[src/rtl/dlfp_pkg.sv]
`default_nettype none
// ============================================================================
// Module   : dlfp_pkg
// Brief    : Shared unit codes, default FU count, canonical quiet NaN and the
//            issue-controller state encoding for the DLFloat16 FPU slice.
// Revision : 1.0  initial release
// ============================================================================
package dlfp_pkg;

    // Functional-unit select codes carried on the decoder's ena field
    localparam logic [3:0] ENA_ADD     = 4'd1;
    localparam logic [3:0] ENA_MUL     = 4'd2;
    localparam logic [3:0] ENA_DIV     = 4'd3;
    localparam logic [3:0] ENA_SQRT    = 4'd4;
    localparam logic [3:0] ENA_SGNJ    = 4'd5;
    localparam logic [3:0] ENA_CMP     = 4'd6;
    localparam logic [3:0] ENA_CVT_I2F = 4'd7;
    localparam logic [3:0] ENA_CVT_F2I = 4'd8;
    localparam logic [3:0] ENA_FMA     = 4'd9;

    localparam int NUM_FU_DEF = 9;

    // Result returned for illegal ops and watchdog-forced completions
    localparam logic [15:0] DLF_QNAN = 16'h7FFF;

    typedef enum logic [1:0] {
        ST_IDLE  = 2'd0,
        ST_ISSUE = 2'd1,
        ST_WAIT  = 2'd2,
        ST_WB    = 2'd3
    } issue_state_e;

endpackage : dlfp_pkg
`default_nettype wire

[src/rtl/dlfp_wdog.sv]
`default_nettype none
// ============================================================================
// Module   : dlfp_wdog
// Brief    : Wait-state watchdog. Counts cycles while run is high, clears
//            whenever run is low, and flags the last permitted cycle so the
//            controller leaves WAIT after exactly TIMEOUT cycles.
// Revision : 1.0  initial release
// ============================================================================
module dlfp_wdog #(
    parameter int TIMEOUT = 64
) (
    input  logic clk,
    input  logic rst_n,
    input  logic run,
    output logic expired
);

    localparam int CW = $clog2(TIMEOUT + 1);

    logic [CW-1:0] r_cnt;

    // Cycle counter: zero outside WAIT, saturates at the final count
    always_ff @(posedge clk or negedge rst_n) begin
        if (!rst_n) begin
            r_cnt <= '0;
        end else if (!run) begin
            r_cnt <= '0;
        end else if (r_cnt != CW'(TIMEOUT - 1)) begin
            r_cnt <= r_cnt + CW'(1);
        end
    end

    assign expired = run && (r_cnt == CW'(TIMEOUT - 1));

endmodule : dlfp_wdog
`default_nettype wire

[src/rtl/dlfp_issue_ctrl.sv]
`default_nettype none
// ============================================================================
// Module   : dlfp_issue_ctrl
// Brief    : Single-op issue stage behind the DLFloat16 decoder. Launches one
//            op on one functional unit, waits for its done strobe and returns
//            the result on a valid/ready writeback port.
//            Optional watchdog: define DLFP_ISSUE_TIMEOUT_EN.
// Revision : 1.0  initial release
// ============================================================================
module dlfp_issue_ctrl
    import dlfp_pkg::*;
#(
    parameter int DW      = 16,
    parameter int NUM_FU  = NUM_FU_DEF,
    parameter int TIMEOUT = 64
) (
    input  logic                 clk,
    input  logic                 rst_n,
    input  logic                 in_valid,
    output logic                 in_ready,
    input  logic [3:0]           in_ena,
    input  logic                 in_op,
    input  logic [1:0]           in_sel1,
    input  logic [2:0]           in_sel2,
    input  logic [2:0]           in_rm,
    input  logic [DW-1:0]        in_rs1,
    input  logic [DW-1:0]        in_rs2,
    input  logic [DW-1:0]        in_rs3,
    input  logic [4:0]           in_rd,
    output logic [NUM_FU-1:0]    fu_start,
    output logic                 fu_op,
    output logic [1:0]           fu_sel1,
    output logic [2:0]           fu_sel2,
    output logic [2:0]           fu_rm,
    output logic [DW-1:0]        fu_a,
    output logic [DW-1:0]        fu_b,
    output logic [DW-1:0]        fu_c,
    input  logic [NUM_FU-1:0]    fu_done,
    input  logic [NUM_FU*DW-1:0] fu_result,
    output logic                 wb_valid,
    input  logic                 wb_ready,
    output logic [DW-1:0]        wb_data,
    output logic [4:0]           wb_rd,
    output logic                 wb_illegal,
    output logic                 wb_timeout,
    output logic [15:0]          op_count
);

    issue_state_e r_state;
    issue_state_e w_state_nxt;

    logic [3:0]        r_ena;
    logic              r_op;
    logic [1:0]        r_sel1;
    logic [2:0]        r_sel2;
    logic [2:0]        r_rm;
    logic [DW-1:0]     r_a;
    logic [DW-1:0]     r_b;
    logic [DW-1:0]     r_c;
    logic [4:0]        r_rd;
    logic [DW-1:0]     r_wb_data;
    logic              r_wb_illegal;
    logic              r_wb_timeout;
    logic [15:0]       r_op_count;

    logic [NUM_FU-1:0] w_sel;
    logic [DW-1:0]     w_res;
    logic              w_done;
    logic              w_in_legal;
    logic              w_accept;
    logic              w_expired;

    assign w_in_legal = (int'(in_ena) >= 1) && (int'(in_ena) <= NUM_FU);
    assign w_accept   = in_valid && in_ready;

    // One-hot decode of the latched unit select (index = ena - 1)
    for (genvar gi = 0; gi < NUM_FU; gi++) begin : g_sel
        assign w_sel[gi] = (int'(r_ena) == gi + 1);
    end

    // Only the selected unit's done counts; stray strobes from others are masked
    assign w_done = |(fu_done & w_sel);

    // Result slice of the selected unit
    always_comb begin
        w_res = '0;
        for (int i = 0; i < NUM_FU; i++) begin
            if (w_sel[i]) begin
                w_res = w_res | fu_result[i*DW +: DW];
            end
        end
    end

`ifdef DLFP_ISSUE_TIMEOUT_EN
    dlfp_wdog #(
        .TIMEOUT (TIMEOUT)
    ) u_wdog (
        .clk     (clk),
        .rst_n   (rst_n),
        .run     (r_state == ST_WAIT),
        .expired (w_expired)
    );
`else
    assign w_expired = 1'b0;
`endif

    // State register
    always_ff @(posedge clk or negedge rst_n) begin
        if (!rst_n) begin
            r_state <= ST_IDLE;
        end else begin
            r_state <= w_state_nxt;
        end
    end

    // Next-state logic; done takes priority over a simultaneous expiry
    always_comb begin
        w_state_nxt = r_state;
        case (r_state)
            ST_IDLE:  if (w_accept) w_state_nxt = w_in_legal ? ST_ISSUE : ST_WB;
            ST_ISSUE: w_state_nxt = w_done ? ST_WB : ST_WAIT;
            ST_WAIT:  if (w_done || w_expired) w_state_nxt = ST_WB;
            ST_WB:    if (wb_ready) w_state_nxt = ST_IDLE;
            default:  w_state_nxt = ST_IDLE;
        endcase
    end

    // Op latch, result capture and completed-op counter
    always_ff @(posedge clk or negedge rst_n) begin
        if (!rst_n) begin
            r_ena        <= '0;
            r_op         <= 1'b0;
            r_sel1       <= '0;
            r_sel2       <= '0;
            r_rm         <= '0;
            r_a          <= '0;
            r_b          <= '0;
            r_c          <= '0;
            r_rd         <= '0;
            r_wb_data    <= '0;
            r_wb_illegal <= 1'b0;
            r_wb_timeout <= 1'b0;
            r_op_count   <= '0;
        end else begin
            case (r_state)
                ST_IDLE: begin
                    if (w_accept) begin
                        r_ena        <= in_ena;
                        r_op         <= in_op;
                        r_sel1       <= in_sel1;
                        r_sel2       <= in_sel2;
                        r_rm         <= in_rm;
                        r_a          <= in_rs1;
                        r_b          <= in_rs2;
                        r_c          <= in_rs3;
                        r_rd         <= in_rd;
                        r_wb_illegal <= !w_in_legal;
                        r_wb_timeout <= 1'b0;
                        if (!w_in_legal) begin
                            r_wb_data <= DW'(DLF_QNAN);
                        end
                    end
                end
                ST_ISSUE: begin
                    if (w_done) begin
                        r_wb_data <= w_res;
                    end
                end
                ST_WAIT: begin
                    if (w_done) begin
                        r_wb_data <= w_res;
                    end else if (w_expired) begin
                        r_wb_data    <= DW'(DLF_QNAN);
                        r_wb_timeout <= 1'b1;
                    end
                end
                ST_WB: begin
                    if (wb_ready) begin
                        r_op_count <= r_op_count + 16'd1;
                    end
                end
                default: ;
            endcase
        end
    end

    assign in_ready   = (r_state == ST_IDLE);
    assign fu_start   = (r_state == ST_ISSUE) ? w_sel : '0;
    assign fu_op      = r_op;
    assign fu_sel1    = r_sel1;
    assign fu_sel2    = r_sel2;
    assign fu_rm      = r_rm;
    assign fu_a       = r_a;
    assign fu_b       = r_b;
    assign fu_c       = r_c;
    assign wb_valid   = (r_state == ST_WB);
    assign wb_data    = r_wb_data;
    assign wb_rd      = r_rd;
    assign wb_illegal = r_wb_illegal;
    assign wb_timeout = r_wb_timeout;
    assign op_count   = r_op_count;

endmodule : dlfp_issue_ctrl
`default_nettype wire
[config.mk]
export PLATFORM = sky130hd
export DESIGN_NAME = dlfp_issue_ctrl
export DESIGN_NICKNAME = d
export VERILOG_FILES = /design/src/rtl/dlfp_pkg.sv /design/src/rtl/dlfp_wdog.sv /design/src/rtl/dlfp_issue_ctrl.sv
export SDC_FILE = /design/constraint.sdc
export NUM_CORES = 1
export LEC_CHECK = 0
export ABC_AREA = 0
export CAP_MARGIN = 20
export CORE_AREA = 2 2 127 129
export DETAILED_ROUTE_END_ITERATION = 10
export DIE_AREA = 0 0 129 131
export PLACE_DENSITY = 0.8
export SKIP_CTS_REPAIR_TIMING = 1
export SYNTH_ARGS = -nofsm -noshare
export SYNTH_HDL_FRONTEND = slang
export SYNTH_HIERARCHICAL = 1
export SYNTH_SLANG_ARGS = --single-unit
[constraint.sdc]
create_clock -name clk -period 3.5 [get_ports clk]
set_input_delay 0.7 -clock clk [delete_from_list [all_inputs] [get_ports clk]]
set_output_delay 0.7 -clock clk [all_outputs]
set_load 0.005 [all_outputs]
==> impl_results.md <==
* Status: complete, no violations
* Setup TNS at 0 ns
* Share of cells above drive strength 1 at 17.4%
* WP data required at 2.80 ns
* Core Box Area at 0.0156 mm2
* Worst Hold Class: input pin to async pin
* Die Y at around 130 um
* # DRC at 0
* Clk Latency, worst-skew pair at 0.34 ns
* Crit path launch type: flip-flop
* GRT Total Usage at 22.1%
* Pin count of the biggest net entering global routing at 71
* Fmax at 330 MHz
* R2r startpoint: r_ena[3]
* Detail Placement HPWL at 15500 um
* Mapped Nets at 667
* Post-DRT Antenna Nets at 0
* Largest family of logic cells by synthesized area: multiplexers
* Comb power frac at 56.9%
* RSZ-0062 raised after global routing: no
* Post-Syn Area at 0.00538 mm2
* #FFs+latches synth at 101
* Crit. path cell count at 4
* Worst path slowest cell: dfrtp_1
* First-pass GRT wire length at 28600 um
* Syn Area/Cell at 12.3 um2
* CTS tree: built
* Post-synthesis sequential area ratio at 47.0%
* Multiplexer share of the synthesized area at 21.9%
* RR Endpoint: wb_data[4]
* Synth Area in Compound Gates at 16.9%
* Simple-gate share of the synthesized area at 6.46%
* Clock skew at 0.0109 ns
* Post-synth cell types at 50
* Xor/xnor share of the synthesized area at about 2.4%
* GRT Max-Usage Layer: met2
* Placer Congestion at 0.873
* Worst Reg2Reg Path Length in Cells at 7
* WP buf/inv at 1
* GR Overflow Total at 0
* Critical Path AT at 2.33 ns
* Layout Nets at 984
* CP cell instances: or2_2 > or2_2 > nor2_1 > clkdlybuf4s50_1
* DRT Wirelength at 19400 um
* P_leak at 3.60 nW
* Fin Hold WS at 0.413 ns
* Max Cap Viol at 0
* Layout area overhead at 70.6%
* Max_slew headroom at between 20% and 30%
* Ys Warns at 6
* Clk root buf: clkbuf_16
* Vias in the first global route at 5369
* Fin crit share at between 80% and 90%
* Die Span X at 129 um
* Num ports at 330
* CP Capture Type: output port
* Reported net switching power at 2.48 mW
* Clk slew on worst S/H paths at 0.07 ns
* WL/cell at ~20 um
* Max Fanout on Critical Path at 16
* Clock sink count at 101
* Setup CP Type: flip-flop to output port
* Most frequent cells in the layout: clkdlybuf4s50_1 (327), dfrtp_1 (101), mux2_2 (72)
* Fin. Hold Viols at 0
* Flop pwr share at between 20 and 30%
* Port buffer count at 328
* Pre-antenna DRT Iters at 4
* Row Count at 46
* Worst path most repeated cell: or2_2
* Max-slew violation count at 0
* Critical path endpoint: fu_start[2]
* IR drop worst, VDD at 0.504 mV
* Worst-margin pin slew at 1.12 ns
* DR vias at 4990
* Post-synth EDFFs at 0
* Num CTS Buffers at 9
* Internal Power at about 4.8 mW
* Most common cell after layout, fill and taps aside: clkdlybuf4s50_1
* Clock Path Buffers at 2
* Crit path from: r_ena[3]
* R2R Setup Slk at 0.80 ns
* PD cells at 795 mW/mm2
* Antenna diodes at 0
* Ys async rst share at 100%
* Drt initial violations at 170
* Switching share of power at approximately a third
* Via density at 5.11
* Die ar. at 0.0169 mm2
* Met2 Resource Use GR at a little under two fifths
* Fin crit period at a little over 3 ns
* Worst path top cell family by delay: simple AND/OR/NAND/NOR gates
* Slowest cell delay on critical path at 0.52 ns
* Post-synthesis adder-cell area fraction at 1.16%
* Total number of H-tree levels at 3
* Primary FF master, synth: dfrtp_1
* Grt met1 use at 24.8%
* Starting Density at 34.5%
* M3 GR Usage at 7.17%
* # setup viols final at 0
* Synth Instances at around 440
* Clock share of power at 14.5%
* Antenna violations before repair at 0
[worst min-delay path by stage]
stage | from | to | slack [ns] | cells past startpoint
5_1_grt | rst_n | fu_b[3] | 0.47 | 1
3_5_place_dp | op_count[11] | op_count[11] | 0.49 | 1
2_1_floorplan | rst_n | fu_a[0] | 0.40 | 0
4_1_cts | rst_n | fu_b[0] | 0.44 | 1
6_report | rst_n | fu_b[0] | 0.41 | 1
3_3_place_gp | op_count[15] | op_count[15] | 0.46 | 1
[power groups by stage]
stage	clock network [mW]	logic, mW	registers, mW
final	1.06	4.16	2.09
after global routing	1.15	4.46	2.16
after CTS	1.10	4.18	2.09
after detailed placement	0	4.15	2.09
after global placement	0	4.03	2.07
after floorplan	0	2.34	2.04
[cell type report]
class	instances	area, um2
Fill cell	1252	6410
Timing Repair Buffer	342	3410
Multi-Input combinational cell	298	2650
Sequential cell	101	2530
Tap cell	216	270
Clock buffer	12	246
Clock inverter	3	68.8
Inverter	4	15.0
[metrics by stage]
stage	instances	total power [mW]	utilization (%)	area, um2	setup slack, ns
global route	976	7.77	58.9	9180	0.324
finish	976	7.31	58.9	9180	0.466
global placement	959	6.10	56.7	8850	0.486
detailed placement	959	6.24	56.7	8850	0.432
CTS	974	7.36	58.7	9160	0.435
floorplan	439	4.38	-	5380	1.08
[cells by family (layout without fill, tap and decap cells)]
group | count (synthesis) | after routing
compound gates | 108 | 108
mux | 104 | 104
flops | 101 | 101
simple gates | 65 | 65
buf+inv | 40 | 361
xor+xnor | 15 | 15
fa+ha+maj | 5 | 5
other cells | 1 | 1
[routing by layer]
layer / up-vias / part of all wire [%]
met1: 2384 / 38
met3: 52 / 8.9
met2: 255 / 49
met4: 0 / 4.3
li1: 2299 / -
met5: - / 0
[sequential cells by signal, summed over array words and instances, names as in the netlist, 4 cells and up]
name,flops
fu_a,16
fu_b,16
fu_c,16
op_count,16
r_ena,4
wb_data,16
wb_rd,5
[synth_stat cells, types with 2 or more instances]
cell type      number  area share [%]
a21oi_1             2            0.19
o32ai_1             2            0.33
xor2_1              3            0.49
and3_1              5            0.58
nand3_1             9            0.84
o22a_1              5            0.81
inv_1               4            0.28
nand2b_1            4            0.46
buf_2               9            0.84
dfrtp_1           101              47
mux2_4             10             2.8
buf_1               2            0.14
a2bb2oi_1          15             2.4
nor2_1             13            0.91
nand2_1            10            0.70
and2_1              3            0.35
mux2i_1            22             4.1
a31oi_1             4            0.46
nor2b_1             4            0.46
nor3_1              7            0.65
buf_6               2            0.42
clkbuf_1           17             1.2
ha_1                5             1.2
o22a_2             10             1.9
buf_4               3            0.42
xnor2_1            12             2.0
or2_2               2            0.23
mux2_2             72              15
a22oi_1            45             6.3
o2111ai_1          15             2.4
o21ai_0             2            0.19
dlygate4sd3_1       2            0.37
(Power assumes the default switching activity.)
